`src/rtl/data_mem_ctrl.sv`:
```
// Data memory controller: word array at BASE_ADDR with byte/half/word access,
// programmable latency, valid/ready request port and a one-cycle response strobe.
module data_mem_ctrl #(
  parameter int unsigned ADDR_W      = 32,
  parameter int unsigned BASE_ADDR   = 1024,
  parameter int unsigned DEPTH_WORDS = 64,
  parameter int unsigned LATENCY     = 1
) (
  input  logic              clk,
  input  logic              rst,
  input  logic              req_valid,
  output logic              req_ready,
  input  logic              req_write,
  input  logic [1:0]        req_size,
  input  logic              req_unsigned,
  input  logic [ADDR_W-1:0] req_addr,
  input  logic [31:0]       req_wdata,
  output logic              rsp_valid,
  output logic [31:0]       rsp_rdata,
  output logic              rsp_err
);

  localparam int unsigned IDX_W = $clog2(DEPTH_WORDS);
  localparam int unsigned CNT_W = (LATENCY > 1) ? $clog2(LATENCY) : 1;
  localparam logic [ADDR_W-1:0] BASE = ADDR_W'(BASE_ADDR);
  localparam logic [ADDR_W-1:0] SPAN = ADDR_W'(4 * DEPTH_WORDS);

  typedef enum logic [1:0] {IDLE, WAIT, RESP} state_t;

  typedef struct packed {
    logic              write;
    logic [1:0]        size;
    logic              uns;
    logic [ADDR_W-1:0] addr;
    logic [31:0]       wdata;
  } req_t;

  state_t            state_q, state_d;
  logic [CNT_W-1:0]  cnt_q, cnt_d;
  req_t              req_in, req_q, req_d, cur;
  logic              ready_d, rsp_valid_d, rsp_err_d;
  logic [31:0]       rsp_rdata_d;
  logic              enter_resp, mem_we;

  logic [31:0]       mem [DEPTH_WORDS];
  logic [ADDR_W-1:0] off;
  logic [IDX_W-1:0]  idx;
  logic [1:0]        lane;
  logic              err;
  logic [31:0]       old_word, lane_mask, lane_data, load_val, mem_wword;
  logic [7:0]        rd_byte;
  logic [15:0]       rd_half;

  assign req_in = '{write: req_write, size: req_size, uns: req_unsigned,
                    addr: req_addr, wdata: req_wdata};

  // Address decode, fault detection, lane extraction and store merge.
  // With LATENCY==1 the access completes on the accept edge, so decode the live request in IDLE.
  always_comb begin
    cur       = (state_q == IDLE) ? req_in : req_q;
    off       = cur.addr - BASE;
    idx       = off[IDX_W+1:2];
    lane      = off[1:0];
    old_word  = mem[idx];
    err       = (off >= SPAN) || (cur.size == 2'b11) ||
                ((cur.size == 2'b01) && off[0]) ||
                ((cur.size == 2'b10) && (lane != 2'b00));
    rd_byte   = old_word[{lane, 3'b000} +: 8];
    rd_half   = lane[1] ? old_word[31:16] : old_word[15:0];
    lane_mask = '0;
    lane_data = '0;
    load_val  = '0;
    case (cur.size)
      2'b00: begin
        lane_mask = 32'h0000_00FF << {lane, 3'b000};
        lane_data = {4{cur.wdata[7:0]}};
        load_val  = {{24{rd_byte[7] & ~cur.uns}}, rd_byte};
      end
      2'b01: begin
        lane_mask = lane[1] ? 32'hFFFF_0000 : 32'h0000_FFFF;
        lane_data = {2{cur.wdata[15:0]}};
        load_val  = {{16{rd_half[15] & ~cur.uns}}, rd_half};
      end
      2'b10: begin
        lane_mask = '1;
        lane_data = cur.wdata;
        load_val  = old_word;
      end
      default: ;
    endcase
    mem_wword = (old_word & ~lane_mask) | (lane_data & lane_mask);
  end

  // Next-state and next-output logic.
  always_comb begin
    state_d     = state_q;
    cnt_d       = cnt_q;
    req_d       = req_q;
    rsp_valid_d = 1'b0;
    rsp_rdata_d = rsp_rdata;
    rsp_err_d   = rsp_err;
    enter_resp  = 1'b0;
    mem_we      = 1'b0;
    case (state_q)
      IDLE: begin
        if (req_valid && req_ready) begin
          req_d = req_in;
          if (LATENCY == 1) begin
            enter_resp = 1'b1;
          end else begin
            state_d = WAIT;
            cnt_d   = CNT_W'(LATENCY - 1);
          end
        end
      end
      WAIT: begin
        if (cnt_q == CNT_W'(1)) enter_resp = 1'b1;
        else                    cnt_d      = cnt_q - CNT_W'(1);
      end
      RESP:    state_d = IDLE;
      default: state_d = IDLE;
    endcase
    if (enter_resp) begin
      state_d     = RESP;
      rsp_valid_d = 1'b1;
      rsp_err_d   = err;
      rsp_rdata_d = (err || cur.write) ? 32'h0 : load_val;
      mem_we      = cur.write && !err;
    end
    ready_d = (state_d == IDLE);
  end

  always_ff @(posedge clk or negedge rst) begin
    if (!rst) begin
      state_q   <= IDLE;
      cnt_q     <= '0;
      req_q     <= '0;
      req_ready <= 1'b1;
      rsp_valid <= 1'b0;
      rsp_rdata <= '0;
      rsp_err   <= 1'b0;
    end else begin
      state_q   <= state_d;
      cnt_q     <= cnt_d;
      req_q     <= req_d;
      req_ready <= ready_d;
      rsp_valid <= rsp_valid_d;
      rsp_rdata <= rsp_rdata_d;
      rsp_err   <= rsp_err_d;
    end
  end

  // Storage array; deliberately outside reset so contents survive rst.
  always_ff @(posedge clk) begin
    if (mem_we) mem[idx] <= mem_wword;
  end

endmodule

```
`config.mk`:
```
export PLATFORM = sky130hd
export DESIGN_NAME = data_mem_ctrl
export DESIGN_NICKNAME = d
export VERILOG_FILES = /design/src/rtl/data_mem_ctrl.sv
export SDC_FILE = /design/constraint.sdc
export NUM_CORES = 2
export LEC_CHECK = 0
export ABC_AREA = 1
export BUFFER_PORTS_ARGS = -buffer_cell sky130_fd_sc_hd__buf_2
export CORE_ASPECT_RATIO = 0.6
export CORE_MARGIN = 8
export CORE_UTILIZATION = 45
export DETAILED_ROUTE_END_ITERATION = 16
export MAX_ROUTING_LAYER = met4
export PLACE_DENSITY = 0.62
export SKIP_CTS_REPAIR_TIMING = 1
export SLEW_MARGIN = 20
export SYNTH_ARGS = -nofsm -noshare
export SYNTH_HDL_FRONTEND = slang
export SYNTH_SLANG_ARGS = --single-unit
```
`constraint.sdc`:
```
create_clock -name clk -period 6.1 [get_ports clk]
set_input_delay 0.305 -clock clk [delete_from_list [all_inputs] [get_ports clk]]
set_output_delay 0.305 -clock clk [all_outputs]
set_load 0.01 [all_outputs]
```
; ---- After elaboration in Yosys (flattened, before gate mapping)
; Memories as Yosys holds them, arrays and structs flattened.
; Index checks and enable logic that the tools add are counted.
[word_totals]
register_bits = 106
latchBits = 0
mem_bits_rw = 2048
mem_bits_ro = 0
input_bits = 71
word_cells = 60
mem_count = 1
[op_classes]
n_addsub = 2
mul = 0
n_div = 0
magnitude_cmp = 1
eq_ne = 4
shifts = 2
n_mux = 17
n_bitwise = 7
reduce_logical = 15
[memory_table]
columns = name, words, word_bits, read_ports, rd_clocked_by_memory_dff, wr, line
row1 = mem, 64, 32, 1, 0, 1, 45  ; logic [31:0] mem [DEPTH_WORDS];
[op_table]
columns = operator, n
row1 = 32-bit case mux with 3 select lines, 3
row2 = 68-bit 2-to-1 mux, 1
row3 = 32-bit bitwise AND, 2
row4 = 32-bit 2-to-1 mux, 2
row5 = 32-bit by 9-bit greater-or-equal comparator with 1-bit output (second input constant), 1
row6 = 32-bit NOT, 1
row7 = 32-bit bitwise OR, 1
row8 = 32-bit by 6-bit indexed part select with 8-bit output, 1
row9 = 8-bit by 5-bit left shift with 32-bit output (first input constant), 1
row10 = 32-bit by 11-bit subtractor with 32-bit output (second input constant), 1
row11 = 16-bit 2-to-1 mux, 1
row12 = 1-bit 2-to-1 mux, 7
row13 = 2-bit logical NOT, 3
row14 = 2-bit by 1-bit == test with 1-bit output (second input constant), 2
row15 = 2-bit == test (second input constant), 2
row16 = 1-bit logical AND, 4
row17 = 1-bit logical OR, 4
row18 = 2-bit 2-to-1 mux, 2
row19 = 1-bit bitwise AND, 2
row20 = 1-bit case mux with 2 select lines, 1
row21 = 2-bit AND reduction, 1
row22 = 2-bit nonzero test, 1
row23 = 2-bit OR reduction, 1
row24 = 1-bit logical NOT, 1
row25 = other kinds (2), 2

; ---- Depth between registers and ports, before layout
[depth]
word_depth = 12
depth_mapped = 23

; ---- Worst setup path before layout
; OpenSTA, ideal clock, no wires.
[synth_path]
kind = register -> register
from = reg state_q[1]
to = mem mem[0][14] (data pin)
setup_time_ns = 0.702
t_arrival_ns = 4.710
slack_ns = 0.688
stages_incl_launch_ff = 11
synth_period_minus_slack_ns = 5.412
cell_sequence = dfrtp_1 -> nor2_2 -> buf_6 -> buf_6 -> o21ai_0 -> nor2_1 -> inv_1 -> o21ai_2 -> nor2_1 -> clkbuf_1 -> o21ai_0
[synth_via]
elab_chain_len = 8
word_cells_on_any_way = 15
classes_between = add/sub: 1 / eq/ne: 2 / shift: 1 / mux: 4 / bitwise: 4 / reduce/logical: 2 / memory: 1
[synth_lines]
columns = element, line
row1 = start: declaration, 38  ; state_t state_q, state_d;
row2 = start signal: assignment, 143  ; state_q <= state_d;
row3 = 2-bit logical NOT (*), 60  ; cur = (state_q == IDLE) ? req_in : req_q;
row4 = 68-bit 2-to-1 mux (*), 60
row5 = "parallel branches: the longest is 5 deep, another holds 32-bit by 11-bit subtractor with 32-bit output", --
row6 = 32-bit bitwise OR (*), 91  ; mem_wword = (old_word & ~lane_mask) | (lane_data & lane_mask);
row7 = via mem_wword[14], 50  ; logic [31:0] old_word, lane_mask, lane_data, load_val, mem_wword;
row8 = end: declaration, 45
; Mark *: on every way through the listed nets, which the timed path passes.

; ---- Worst setup path in the final report
[layout_path]
from = reg state_q[1]
to = mem mem[11][11] (data pin)
; Same word-level chain as after synthesis.

==> impl_metrics.json <==
{
  "crit_path_cell_trace": "nor2_4, buf_4, nand2_1, o21ai_1, inv_1, nor3_4, buf_4, o21ai_0, nand2_1, nor2_1, nand2_1, nand2_1, o21ai_4, buf_4",
  "yosys_warnings": 0,
  "detail_route.vias_per_cell": 5.56,
  "fin_cells": 11600,
  "dp_slack_ns": 0.638,
  "worst_pin_slew_ns": 1.20,
  "rsz0062_at_grt": "no",
  "synth_edf_count": 2048,
  "hold_viol": 0,
  "tritoncts": "yes",
  "layout_setup_ws_ns": 0.442,
  "clock_latency_ns": 0.89,
  "syn_nets": 8670,
  "num_rows": 127,
  "critPathLaunchType": "register",
  "finalSetupViolations": 0,
  "nFillCells": 17300,
  "hold_class": "primary input to async pin",
  "total_power_mw": 38.5,
  "timing.hold.ws_ns": 0.0635,
  "dieArea_sq_um": 216000,
  "clock_skew_ns": 0.0877,
  "synth_ff_type": "edfxtp_1",
  "dp_hpwl_um": 185000,
  "max_freq_ghz": 0.177,
  "max_stage_delay_ns": 0.67,
  "cts_root_buffer": "clkbuf_16",
  "synth_top_area_share_pct": 68.1,
  "synth.distinct_cells": 43,
  "end_kind": "register",
  "dr.pass1.iters": 6,
  "cts_buffers": 197,
  "cts.clk_slew.worst_paths_ns": 0.07,
  "top_level_ports": 106,
  "synth-async-reset-ratio_pct": 4.92,
  "finalCritPeriodShare_pct": 92.8,
  "synth_cells": 8599,
  "cts_buffer_depth": 4,
  "max_slew_margin_pct": 20.0,
  "drive_gt1_share_pct": 9.00,
  "power_leakage_nw": 41.1,
  "arrival_ns": 6.21,
  "layout.nets": 8888,
  "crit_slowest_cell": "nor2_4",
  "ant_nets": 0,
  "wl_um": 306000,
  "outcome": "finished clean",
  "core_sq_um": 200000,
  "die_h_um": 363,
  "min_period_ns": 5.66,
  "yosysSeqAreaShare_pct": 71.1,
  "yosys-top-cells-area": "edfxtp_1, nand2_1, dfrtp_1",
  "maxCapViolCount": 0,
  "grt_overflow": 0,
  "setup_tns_ns": 0,
  "cts.htree.levels": 4,
  "grt_pass1_vias": 58300,
  "drc_errors": 0,
  "wire_per_inst_um": 26.3,
  "grt_max_degree": 114,
  "io_buffers": 105,
  "powerDensity_nw_per_um2": 373,
  "synth_top_area_cell": "edfxtp_1",
  "cp_data_required_time_ns": 6.65,
  "die-width_um": 594,
  "place_inst": 11200,
  "synth-seq-cells": 2154,
  "track_usage_pct": 28.2,
  "cpMostUsedCell": "nand2_1",
  "path_max_fanout": 30,
  "grt_pass1_wl_um": 432000,
  "slew_violations": 0,
  "gp_congestion": 0.995,
  "drt_iter0_markers": 9794,
  "syn_area_per_cell_sq_um": 10.5,
  "cp_num_buf_inv": 4,
  "cp_top_family": "simple AND/OR/NAND/NOR gates",
  "vias": 64600,
  "irDropWorstVdd_uv": 259,
  "numClockSinks": 2154,
  "syn_to_final_growth_pct": 14.2,
  "criticalPathCategory": "register to register",
  "start_util_pct": 45.2,
  "antenna_found_initial": 30,
  "syn_area_sq_um": 90200
}
[metrics by stage]
stage          util, %  instance area (sq um)
4_1_cts           51.3                 102000
6_report          51.7                 103000
2_1_floorplan        -                  90200
3_5_place_dp      48.3                  96400
5_1_grt           51.7                 103000
3_3_place_gp      48.3                  96400
[cell usage in the layout (no fill, tap or decap), types with 22 or more instances in the layout]
master,Yosys,final
a21oi_1,380,378
buf_2,182,104
dfrtp_1,105,105
edfxtp_1,2048,2048
dlygate4sd3_1,0,70
nand3_1,106,105
clkinv_2,0,29
nor2_1,233,162
buf_4,4,201
a22oi_1,36,36
clkbuf_1,191,41
a31oi_4,0,22
nand2_1,4624,4619
clkbuf_16,0,198
inv_1,214,214
nor2_4,1,71
clkinv_1,4,51
o21ai_0,265,247
buf_12,0,81
[logic make-up after synthesis]
logic type	Yosys count	synth area share [%]
flops	2154	71.1
xor+xnor	4	0.0388
compound gates	745	4.37
buf+inv	658	3.05
simple gates	5028	21.3
mux	10	0.125
[worst register-to-register path: stages (launching register included)]
cell and delay [ns]:
dfrtp_1 0.43, nor2_4 0.67, buf_4 0.34, nand2_1 0.07, o21ai_1 0.54, inv_1 0.40
nor3_4 0.64, buf_4 0.39, o21ai_0 0.44, nand2_1 0.31, nor2_1 0.07, nand2_1 0.31
nand2_1 0.17, o21ai_4 0.12, buf_4 0.41
[metal layers]
layer | GRT usage [%] | part of all wire [%] | vias up | routed length [um]
li1 | - | - | 29000 | -
met1 | 41.2 | 42 | 31300 | 129000
met2 | 36.6 | 40 | 3947 | 121000
met3 | 10.0 | 15 | 473 | 44900
met4 | 8.27 | 3.4 | 0 | 10300
met5 | - | 0 | - | 0
[path summary, 6_finish.rpt]
| path | start | endpoint | slack [ns] | cells past startpoint |
|---|---|---|---|---|
| max in group asynchronous | rst | req_q[19]$_DFFE_PN0P_ | 4.76 | 3 |
| hold reg to reg | cnt_q$_DFFE_PN0N_ | state_q[0]$_DFF_PN0_ | 0.47 | 1 |
| setup reg to reg | state_q[1]$_DFF_PN0_ | mem[11][11]$_DFFE_PP_ | 0.44 | 14 |
| setup / recovery | state_q[1]$_DFF_PN0_ | mem[11][11]$_DFFE_PP_ | 0.44 | 14 |
| hold / removal | rst | req_q[27]$_DFFE_PN0P_ | 0.06 | 2 |
| min in group clk | req_wdata[25] | req_q[25]$_DFFE_PN0P_ | 0.25 | 3 |
[layout make-up]
type | instances | area (sq um) | share of cell area (%)
Antenna cell | 15 | 37.5 | 0.0364
Timing Repair Buffer | 457 | 4380 | 4.25
Sequential cell | 2154 | 64200 | 62.2
Inverter | 220 | 826 | 0.801
Clock inverter | 100 | 833 | 0.808
Multi-Input combinational cell | 5787 | 24400 | 23.7
Tap cell | 2644 | 3310 | 3.21
Clock buffer | 241 | 5130 | 4.98
[cell usage after synthesis, drive strengths merged, types with 10 or more instances]
cell type / n
nand3: 107
nor3: 22
nand2: 4634
buf: 247
o211ai: 10
nand4: 15
a21oi: 380
o21ai: 279
clkbuf: 191
edfxtp: 2048
inv: 216
dfrtp: 105
nor2: 241
mux2: 10
a31oi: 23
a22oi: 36
[state kept, by name, indices dropped and copies added, names as in the netlist]
register,count
cnt_q,1
rsp_rdata,32
rsp_valid,1
rsp_err,1
req_ready,1
req_q,68
mem,2048
state_q,2
[power breakdown]
group / switching (mW) / internal (mW) / leakage, nW
logic: 6.61 / 1.75 / 18.4
clock network: 5.44 / 6.54 / 2.92
registers: 0.0526 / 18.1 / 19.9
total: 12.1 / 26.3 / 41.1
(Power assumes the default switching activity.)
